File: config.mk
export PLATFORM = sky130hd
export DESIGN_NAME = reg_bank
export DESIGN_NICKNAME = d
export VERILOG_FILES = /design/src/rtl/reg_bank_pkg.sv /design/src/rtl/reg_bank_dump_fsm.sv /design/src/rtl/reg_bank.sv
export SDC_FILE = /design/constraint.sdc
export NUM_CORES = 1
export LEC_CHECK = 0
export CAP_MARGIN = 20
export CORE_MARGIN = 2
export CORE_UTILIZATION = 34
export DETAILED_ROUTE_END_ITERATION = 16
export SLEW_MARGIN = 30
export SYNTH_ARGS = -nofsm -noshare
export SYNTH_HDL_FRONTEND = slang
export SYNTH_SLANG_ARGS = --single-unit
File: constraint.sdc
create_clock -name CLK -period 1.45 [get_ports CLK]
set_input_delay 0.145 -clock CLK [delete_from_list [all_inputs] [get_ports CLK]]
set_output_delay 0.145 -clock CLK [all_outputs]
set_load 0.05 [all_outputs]
File: src/rtl/reg_bank_pkg.sv
// Shared sizing defaults and dump-engine state encoding for the register bank.
package reg_bank_pkg;

  localparam int unsigned DEF_WIDTH = 8;
  localparam int unsigned DEF_DEPTH = 8;
  localparam int unsigned ADDR_W    = $clog2(DEF_DEPTH);

  typedef enum logic [1:0] {
    IDLE = 2'd0,
    DUMP = 2'd1,
    DONE = 2'd2
  } dump_state_e;

endpackage

File: src/rtl/reg_bank_dump_fsm.sv
// Dump sequencer: walks the register index 0..DEPTH-1 once per accepted start.
module reg_bank_dump_fsm
  import reg_bank_pkg::*;
#(
  parameter int unsigned DEPTH = DEF_DEPTH
) (
  input  logic                       clk,
  input  logic                       rst_n,
  input  logic                       start,
  output logic [$clog2(DEPTH)-1:0]   idx,
  output logic                       valid,
  output logic                       busy
);

  localparam int unsigned AW = $clog2(DEPTH);

  dump_state_e   state, state_n;
  logic [AW-1:0] idx_n;
  logic          active, active_n;

  always_ff @(posedge clk or negedge rst_n) begin
    if (!rst_n) begin
      state  <= IDLE;
      idx    <= '0;
      active <= 1'b0;
    end else begin
      state  <= state_n;
      idx    <= idx_n;
      active <= active_n;
    end
  end

  // Start is honoured only from IDLE; the last index hands over to DONE.
  always_comb begin
    state_n  = state;
    idx_n    = idx;
    active_n = 1'b0;
    unique case (state)
      IDLE: begin
        if (start) begin
          state_n  = DUMP;
          idx_n    = '0;
          active_n = 1'b1;
        end
      end
      DUMP: begin
        idx_n = idx + AW'(1);
        if (idx == AW'(DEPTH - 1)) begin
          state_n = DONE;
        end else begin
          active_n = 1'b1;
        end
      end
      DONE: begin
        state_n = IDLE;
      end
      default: begin
        state_n = IDLE;
      end
    endcase
  end

  assign valid = active;
  assign busy  = active;

endmodule

File: src/rtl/reg_bank.sv
// General register file with two registered read ports, write bypass and a debug dump port.
module reg_bank
  import reg_bank_pkg::*;
#(
  parameter int unsigned WIDTH = DEF_WIDTH,
  parameter int unsigned DEPTH = DEF_DEPTH
) (
  input  logic                     CLK,
  input  logic                     RST_N,
  input  logic                     WE,
  input  logic [$clog2(DEPTH)-1:0] DIR_W,
  input  logic [WIDTH-1:0]         Dato_Registro,
  input  logic                     RD_REQ,
  input  logic [$clog2(DEPTH)-1:0] DIR_X,
  input  logic [$clog2(DEPTH)-1:0] DIR_Y,
  output logic [WIDTH-1:0]         RX,
  output logic [WIDTH-1:0]         RY,
  output logic                     RD_VALID,
  input  logic                     DUMP_START,
  output logic [WIDTH-1:0]         DUMP_DATA,
  output logic [$clog2(DEPTH)-1:0] DUMP_IDX,
  output logic                     DUMP_VALID,
  output logic                     BUSY
);

  localparam int unsigned AW = $clog2(DEPTH);

  logic [WIDTH-1:0] mem [DEPTH];
  logic [WIDTH-1:0] rx_c, ry_c;

  always_ff @(posedge CLK or negedge RST_N) begin
    if (!RST_N) begin
      for (int i = 0; i < int'(DEPTH); i++) begin
        mem[i] <= '0;
      end
    end else if (WE) begin
      mem[DIR_W] <= Dato_Registro;
    end
  end

  // Same-cycle write wins over stored contents on every read path.
  always_comb begin
    rx_c = mem[DIR_X];
    ry_c = mem[DIR_Y];
    if (WE && (DIR_W == DIR_X)) rx_c = Dato_Registro;
    if (WE && (DIR_W == DIR_Y)) ry_c = Dato_Registro;
  end

  always_ff @(posedge CLK or negedge RST_N) begin
    if (!RST_N) begin
      RX       <= '0;
      RY       <= '0;
      RD_VALID <= 1'b0;
    end else begin
      RD_VALID <= RD_REQ;
      if (RD_REQ) begin
        RX <= rx_c;
        RY <= ry_c;
      end
    end
  end

  reg_bank_dump_fsm #(
    .DEPTH (DEPTH)
  ) u_dump_fsm (
    .clk   (CLK),
    .rst_n (RST_N),
    .start (DUMP_START),
    .idx   (DUMP_IDX),
    .valid (DUMP_VALID),
    .busy  (BUSY)
  );

  // Dump port reads live contents so a write to the presented index shows through.
  always_comb begin
    DUMP_DATA = '0;
    if (DUMP_VALID) begin
      if (WE && (DIR_W == DUMP_IDX)) begin
        DUMP_DATA = Dato_Registro;
      end else begin
        DUMP_DATA = mem[DUMP_IDX];
      end
    end
  end

endmodule
==> impl_metrics.env, run 1 <==
export IMPL_numCtsBuffers=9
export IMPL_fin_crit_ns=2.113
export IMPL_max_stage_delay_ns=0.48
export IMPL_synth_cell_types=30
export IMPL_peakVddDrop_v=0.001457
export IMPL_dp_hpwl_mm=11.09
export IMPL_dieArea_um2=16510
export IMPL_clock_sinks=87
export IMPL_synth_top_area_share_pct=41.32
export IMPL_syn_area_um2=5269
export IMPL_power_uw=13970
export IMPL_fin_nets=547
export IMPL_critical_path_required_ns=1.31
export IMPL_overflow=0
export IMPL_gp_congestion=0.8523
export IMPL_grt_usage_pct=20.29
export IMPL_dr_pass1_iters=4
export IMPL_r2r_start="u_dump_fsm.idx[0]$_DFFE_PN0P_"
export IMPL_drt_vias_per_instance=5.482
export IMPL_drv_slew=0
export IMPL_grt_max_degree=32
export IMPL_synth_seq_area_share_pct=41.32
export IMPL_tightest_slew_ns=0.3565
export IMPL_async_flop_share_pct=100.0
export IMPL_hold_class="input pin to async pin"
export IMPL_reg2reg_to="u_dump_fsm.idx[2]$_DFFE_PN0P_"
export IMPL_die_y_um=128.5
export IMPL_synth_area_leaders="dfrtp_1 (41%), mux4_1 (17%), mux2_2 (14%)"
export IMPL_routed_via_count=3925
export IMPL_ys_warn_count=0
export IMPL_rows=45
export IMPL_fillers=1318
export IMPL_ys_flop_type="dfrtp_1"
export IMPL_worstSetupStartpointType="flop"
export IMPL_drc=0
export IMPL_core_area_um2=15150
export IMPL_grt_setup_unrepaired="true"
export IMPL_ys_ff_latch=87
export IMPL_antenna_found_initial=0
export IMPL_post_place_ws_ns=-0.4326
export IMPL_io_buffers=51
export IMPL_yosys_area_top_type="dfrtp_1"
export IMPL_worst_path_max_delay_cell="dfrtp_2"
export IMPL_synth_most_common_cell="dfrtp_1"
export IMPL_fin_crit_sh_pct=145.7
export IMPL_avgSynthCellArea_um2=14.72
export IMPL_finalSetupViolCount=9
export IMPL_crit_end="DUMP_DATA[1]"
export IMPL_layout_setup_ws_ns=-0.6627
export IMPL_grt_pass1_wl_mm=24.90
export IMPL_area_growth_pct=45.24
export IMPL_crit_type="flop to output pin"
export IMPL_clock_path_buffers=2
export IMPL_relSlewSlack_pct=76.23
export IMPL_clk_latency_ns=0.35
export IMPL_synth_common_cells="dfrtp_1 (87), mux2_2 (65), mux4_1 (34)"
export IMPL_reg2reg_slack_ns=-0.03
export IMPL_clock_skew_ns=0.007803
export IMPL_crit_start="u_dump_fsm.idx[0]$_DFFE_PN0P_"
export IMPL_diodes=0
export IMPL_fp_dieW_um=128.5
export IMPL_ant_nets=0
export IMPL_worst_path_most_repeated_cell="buf_6"
export IMPL_synthCells=358
export IMPL_hold_viol=0
export IMPL_start_util_pct=34.79
export IMPL_max_freq_mhz=473.3
export IMPL_syn_nets=382
export IMPL_synth_edf_count=0
export IMPL_drt_iter0_markers=293
export IMPL_wire_per_inst_um=22.66
export IMPL_drt_total_wl_mm=16.23
export IMPL_crit_chain="buf_8, xnor2_2, nand4_1, buf_6, clkbuf_16, buf_4, a21oi_4, buf_6"
export IMPL_cts_tree="yes"
export IMPL_p_per_area_nw_per_um2=1826
export IMPL_end_kind="output pin"
export IMPL_crit_path_max_fanout=7
export IMPL_maxCapViolCount=0
export IMPL_clockRootBuffer="clkbuf_16"
export IMPL_post_route_util_pct=50.52
export IMPL_leakagePower_uw=0.003314
export IMPL_grt_pass1_vias=4213
export IMPL_cp_arrival_ns=1.97
export IMPL_outcome="complete, but fails checks"
export IMPL_violations="setup timing"
export IMPL_r2r_cells=5
export IMPL_htree_levels=3
export IMPL_clkTransAtPathRegs_ns=0.06
export IMPL_final_layout_size_suffix_gt1_share_pct=58.14
export IMPL_pin_count=52
-- through the flow --
step / std cells / hold slack (ns) / setup TNS, ns / area, um^2
floorplan: 358 / -0.1506 / -3.175 / 5371
global placement: 682 / 0.06915 / -29.03 / 6947
detailed placement: 682 / 0.07410 / -29.13 / 6947
CTS: 711 / 0.2479 / -5.137 / 7569
global route: 716 / 0.2787 / -5.889 / 7652
finish: 716 / 0.2484 / -5.242 / 7652
-- how the worst min path moves through the flow --
stage | cells after the start | to | slack, ns | startpoint
after floorplan | 0 | RD_VALID$_DFF_PN0_ | -0.15 | RST_N
after detailed placement | 1 | mem[62]$_DFFE_PN0P_ | 0.07 | RST_N
after CTS | 2 | mem[60]$_DFFE_PN0P_ | 0.25 | RST_N
after global routing | 2 | mem[62]$_DFFE_PN0P_ | 0.28 | RST_N
after global placement | 1 | mem[60]$_DFFE_PN0P_ | 0.07 | RST_N
final | 2 | mem[14]$_DFFE_PN0P_ | 0.25 | RST_N
-- sequential cells by signal (all words and copies together) (netlist names) --
name              flops
u_dump_fsm.busy       1
RX                    8
mem                  64
u_dump_fsm.idx        3
u_dump_fsm.state      2
RY                    8
RD_VALID              1
-- per-layer routing --
metal | vias up | track usage [%] | part of all wire, %
met2 | 137 | 33.07 | 49
li1 | 1736 | - | -
met5 | - | 0 | 0
met3 | 38 | 3.368 | 6.2
met1 | 2014 | 26.69 | 42
met4 | 0 | 9.308 | 3.2
-- final cells by class --
cell class                 count  area, um^2  share of cell area (%)
multi-input combinational    238        3022                   39.49
sequential                    87        2181                   28.50
timing repair buffer         186        1871                   24.44
clock buffer                  13       250.2                   3.270
tap                          188       235.2                   3.074
clock inverter                 3       90.09                   1.177
inverter                       1       3.754                 0.04905
-- timing repair --
item                                   CTS  global route
pin swaps                                4             5
setup endpoints to repair               44            51
buffers inserted                        11             5
cloned                                   2             2
gates resized for setup                 40            21
hold buffers                             1             0
endpoints found under the hold margin   17             0
-- critical path, delay by kind of cell (launching register included) --
kind / cells / cell delay [ns]
AOI/OAI and AO/OA: 1 / 0.13
buffers and inverters: 5 / 0.79
xor gates and xnor gates: 1 / 0.11
and+or+nand+nor: 1 / 0.11
DFF: 1 / 0.48
-- cell usage in the layout (no fill, tap or decap), types with 4 or more instances in the layout --
cell type / n
nor2b_1: 17
xnor2_1: 8
clkdlybuf4s50_1: 16
mux4_2: 30
buf_4: 119
mux2i_4: 7
a21oi_4: 8
a21oi_1: 16
buf_6: 18
o21ai_1: 18
mux2i_1: 15
nand4_1: 4
mux2_2: 65
o21ai_0: 4
buf_12: 22
clkbuf_16: 10
mux4_1: 18
dfrtp_1: 84
-- where the power goes --
part           internal, uW  switching, uW  leakage, uW  total, uW
Clock                  1730            979     0.000164       2710
Sequential             3020            494      0.00105       3510
Combinational          3990           3760      0.00210       7750
-- kinds of logic (layout without fill, tap and decap cells) --
group / after synthesis / after routing / share of synthesized area [%]
muxes: 138 / 138 / 41.58
xor gates and xnor gates: 9 / 9 / 1.496
buffers and inverters: 33 / 203 / 4.583
adders and majority gates: 2 / 2 / 0.4749
and+or+nand+nor: 38 / 38 / 5.509
DFF: 87 / 87 / 41.32
AOI/OAI and AO/OA: 51 / 51 / 5.035
Power figures use the tool's default switching activity.
==> run 2: changes to the inputs <==
--- a/config.mk
+++ b/config.mk
@@ -6,7 +6,6 @@
 export NUM_CORES = 1
 export LEC_CHECK = 0
 export CAP_MARGIN = 20
-export CORE_MARGIN = 2
 export CORE_UTILIZATION = 34
 export DETAILED_ROUTE_END_ITERATION = 16
 export SLEW_MARGIN = 30
==> impl_metrics.env, run 2 (synthesis results as in run 1) <==
export IMPL_outcome="complete, but fails checks"
export IMPL_violations="setup timing"
export IMPL_overflow=0
export IMPL_layout_setup_ws_ns=-0.6907
export IMPL_io_buffers=51
export IMPL_area_growth_pct=42.79
export IMPL_fin_cells=705
export IMPL_post_route_util_pct=49.67
export IMPL_regMostFlops="mem"
export IMPL_numCtsBuffers=9
export IMPL_r2r_cells=5
export IMPL_clock_sinks=87
export IMPL_grt_pass1_wl_mm=23.81
export IMPL_clkTransAtPathRegs_ns=0.06
export IMPL_die_y_um=126.5
export IMPL_drt_vias_per_instance=5.557
export IMPL_power_internal_uw=8236
export IMPL_tightest_slew_ns=0.4847
export IMPL_cts_tree="yes"
export IMPL_maxCapViolCount=0
export IMPL_fin_nets=538
export IMPL_antenna_found_initial=1
export IMPL_r2r_start="mem[27]$_DFFE_PN0P_"
export IMPL_critical_path_required_ns=1.31
export IMPL_crit_path_max_fanout=5
export IMPL_dr_pass1_iters=4
export IMPL_clkPwrFrac_pct=15.8
export IMPL_peakVddDrop_v=0.001081
export IMPL_dieArea_um2=16000
export IMPL_clock_skew_ns=0.008749
export IMPL_grt_max_degree=88
export IMPL_fin_crit_ns=2.141
export IMPL_worstSetupStartpointType="flop"
export IMPL_reg2reg_slack_ns=-0.03
export IMPL_fillers=1291
export IMPL_crit_start="u_dump_fsm.idx[0]$_DFFE_PN0P_"
export IMPL_wire_per_inst_um=22.19
export IMPL_fin_crit_sh_pct=147.6
export IMPL_crit_type="flop to output pin"
export IMPL_cp_arrival_ns=2.00
export IMPL_p_per_area_nw_per_um2=1785
export IMPL_core_area_um2=15150
export IMPL_grt_use_met3_pct=3.880
export IMPL_worst_path_max_delay_cell="mux4_2"
export IMPL_drv_slew=0
export IMPL_grt_busiest_layer="met2"
export IMPL_pin_count=52
export IMPL_max_stage_delay_ns=0.51
export IMPL_htree_levels=3
export IMPL_leakagePower_uw=0.003223
export IMPL_relSlewSlack_pct=67.69
export IMPL_grt_setup_unrepaired="true"
export IMPL_seq_area_um2=2181
export IMPL_crit_chain="buf_12, buf_6, mux4_2, mux2i_2, a21oi_4, buf_6"
export IMPL_drc=0
export IMPL_final_layout_size_suffix_gt1_share_pct=59.96
export IMPL_design_area_um2=7523
export IMPL_grt_pass1_vias=3986
export IMPL_rows=45
export IMPL_clockRootBuffer="clkbuf_16"
export IMPL_finalSetupViolCount=11
export IMPL_p_seq_share_pct=26.1
export IMPL_tns_ns=-5.300
export IMPL_largest_register_ffs=64
export IMPL_max_freq_mhz=467.1
export IMPL_hold_class="input pin to async pin"
export IMPL_routed_via_count=3918
export IMPL_dp_hpwl_mm=10.53
export IMPL_grt_usage_pct=20.43
export IMPL_final_common_cell="buf_4"
export IMPL_worst_path_most_repeated_cell="buf_6"
export IMPL_final_cell_mix="buf_4 (102), dfrtp_1 (84), mux2_2 (65), mux4_2 (37), buf_6 (29)"
export IMPL_power_frac_comb_pct=58.1
export IMPL_multi_input_area_um2=3023
export IMPL_p_sw_share_pct=38.68
export IMPL_reg_top3="mem: 64 flops, RX: 8 flops, RY: 8 flops"
export IMPL_end_kind="output pin"
export IMPL_reg2reg_to="RX[3]$_DFFE_PN0P_"
export IMPL_ant_nets=0
export IMPL_start_util_pct=34.79
export IMPL_dpl_cell_count=672
export IMPL_gp_congestion=0.8269
export IMPL_clk_latency_ns=0.35
export IMPL_gr_usage_met2_pct=32.43
export IMPL_diodes=0
export IMPL_drt_iter0_markers=399
export IMPL_p_sw_uw=5194
export IMPL_fp_dieW_um=126.5
export IMPL_grt_util_met1_pct=27.43
export IMPL_clock_path_buffers=2
export IMPL_drt_total_wl_mm=15.65
export IMPL_hold_viol=0
export IMPL_place_area_um2=6847
run 2: cell count changes in the layout (fill, tap and decap cells not counted), sizes merged:
cell           change
buf                -8
bufinv             -3
clkdlybuf4s50      -2
clkinvlp           +1
dlygate4sd2        -1
dlymetal6s2s       +2
run 2: worst max path at each step:
stage | end | slack [ns]
finish | DUMP_DATA[7] | -0.69
global route | DUMP_DATA[1] | -0.76
CTS | DUMP_DATA[1] | -0.70
detailed placement | RX[6]$_DFFE_PN0P_ | -0.50
global placement | RX[6]$_DFFE_PN0P_ | -0.53
floorplan | DUMP_DATA[5] | -0.40
run 2: worst max-delay path, delay by kind of cell, from the launching register on:
family,cells,cell delay (ns)
buf+inv,3,0.39
compound gates,1,0.08
mux,2,0.73
flops,1,0.43
run 2: metrics by stage:
step | hold slack (ns) | power (uW) | setup slack, ns
after detailed placement | 0.2287 | 10250 | -0.5028
after floorplan | -0.1506 | 7782 | -0.3970
final | 0.3657 | 13430 | -0.6907
after global routing | 0.4176 | 14030 | -0.7612
after global placement | 0.2193 | 10130 | -0.5254
after CTS | 0.4018 | 13270 | -0.6985
run 2: per-layer routing:
metal / routed length [um] / vias to the layer above
li1: - / 1713
met1: 6666 / 2039
met2: 7529 / 135
met3: 975 / 29
met4: 461 / 2
met5: 13 / -
run 2: cell type report:
type | count | share of cell area [%]
flip-flops and latches | 87 | 28.99
inverters | 1 | 0.04989
repair buffers | 177 | 24.23
clock buffers | 13 | 3.326
multi-input cells | 238 | 40.18
well taps | 188 | 3.127
clock inverters | 1 | 0.09978
run 2: power by group through the flow:
| stage | logic [uW] | clock network, uW | registers [uW] |
|---|---|---|---|
| after floorplan | 3810 | 0 | 3970 |
| after global placement | 6680 | 0 | 3460 |
| after detailed placement | 6750 | 0 | 3500 |
| after CTS | 7610 | 2190 | 3480 |
| after global routing | 8200 | 2250 | 3580 |
| final | 7800 | 2120 | 3510 |
run 2: what timing repair did:
item | CTS | global route
buffers inserted | 11 | 8
hold buffers | 1 | 0
endpoints found under the setup margin | 48 | 54
pin swaps | 2 | 9
gates cloned | 4 | 0
hold endpoints to repair | 87 | 0
resized for setup | 43 | 47
==> run 3: changes to the inputs <==
--- a/config.mk
+++ b/config.mk
@@ -7,7 +7,9 @@
 export LEC_CHECK = 0
 export CAP_MARGIN = 20
 export CORE_UTILIZATION = 34
+export CTS_CLUSTER_SIZE = 20
 export DETAILED_ROUTE_END_ITERATION = 16
+export HOLD_SLACK_MARGIN = 0.1
 export SLEW_MARGIN = 30
 export SYNTH_ARGS = -nofsm -noshare
 export SYNTH_HDL_FRONTEND = slang
==> results of run 3 <==
Same layout as run 2: the final DEF is identical, and so are final timing and power.
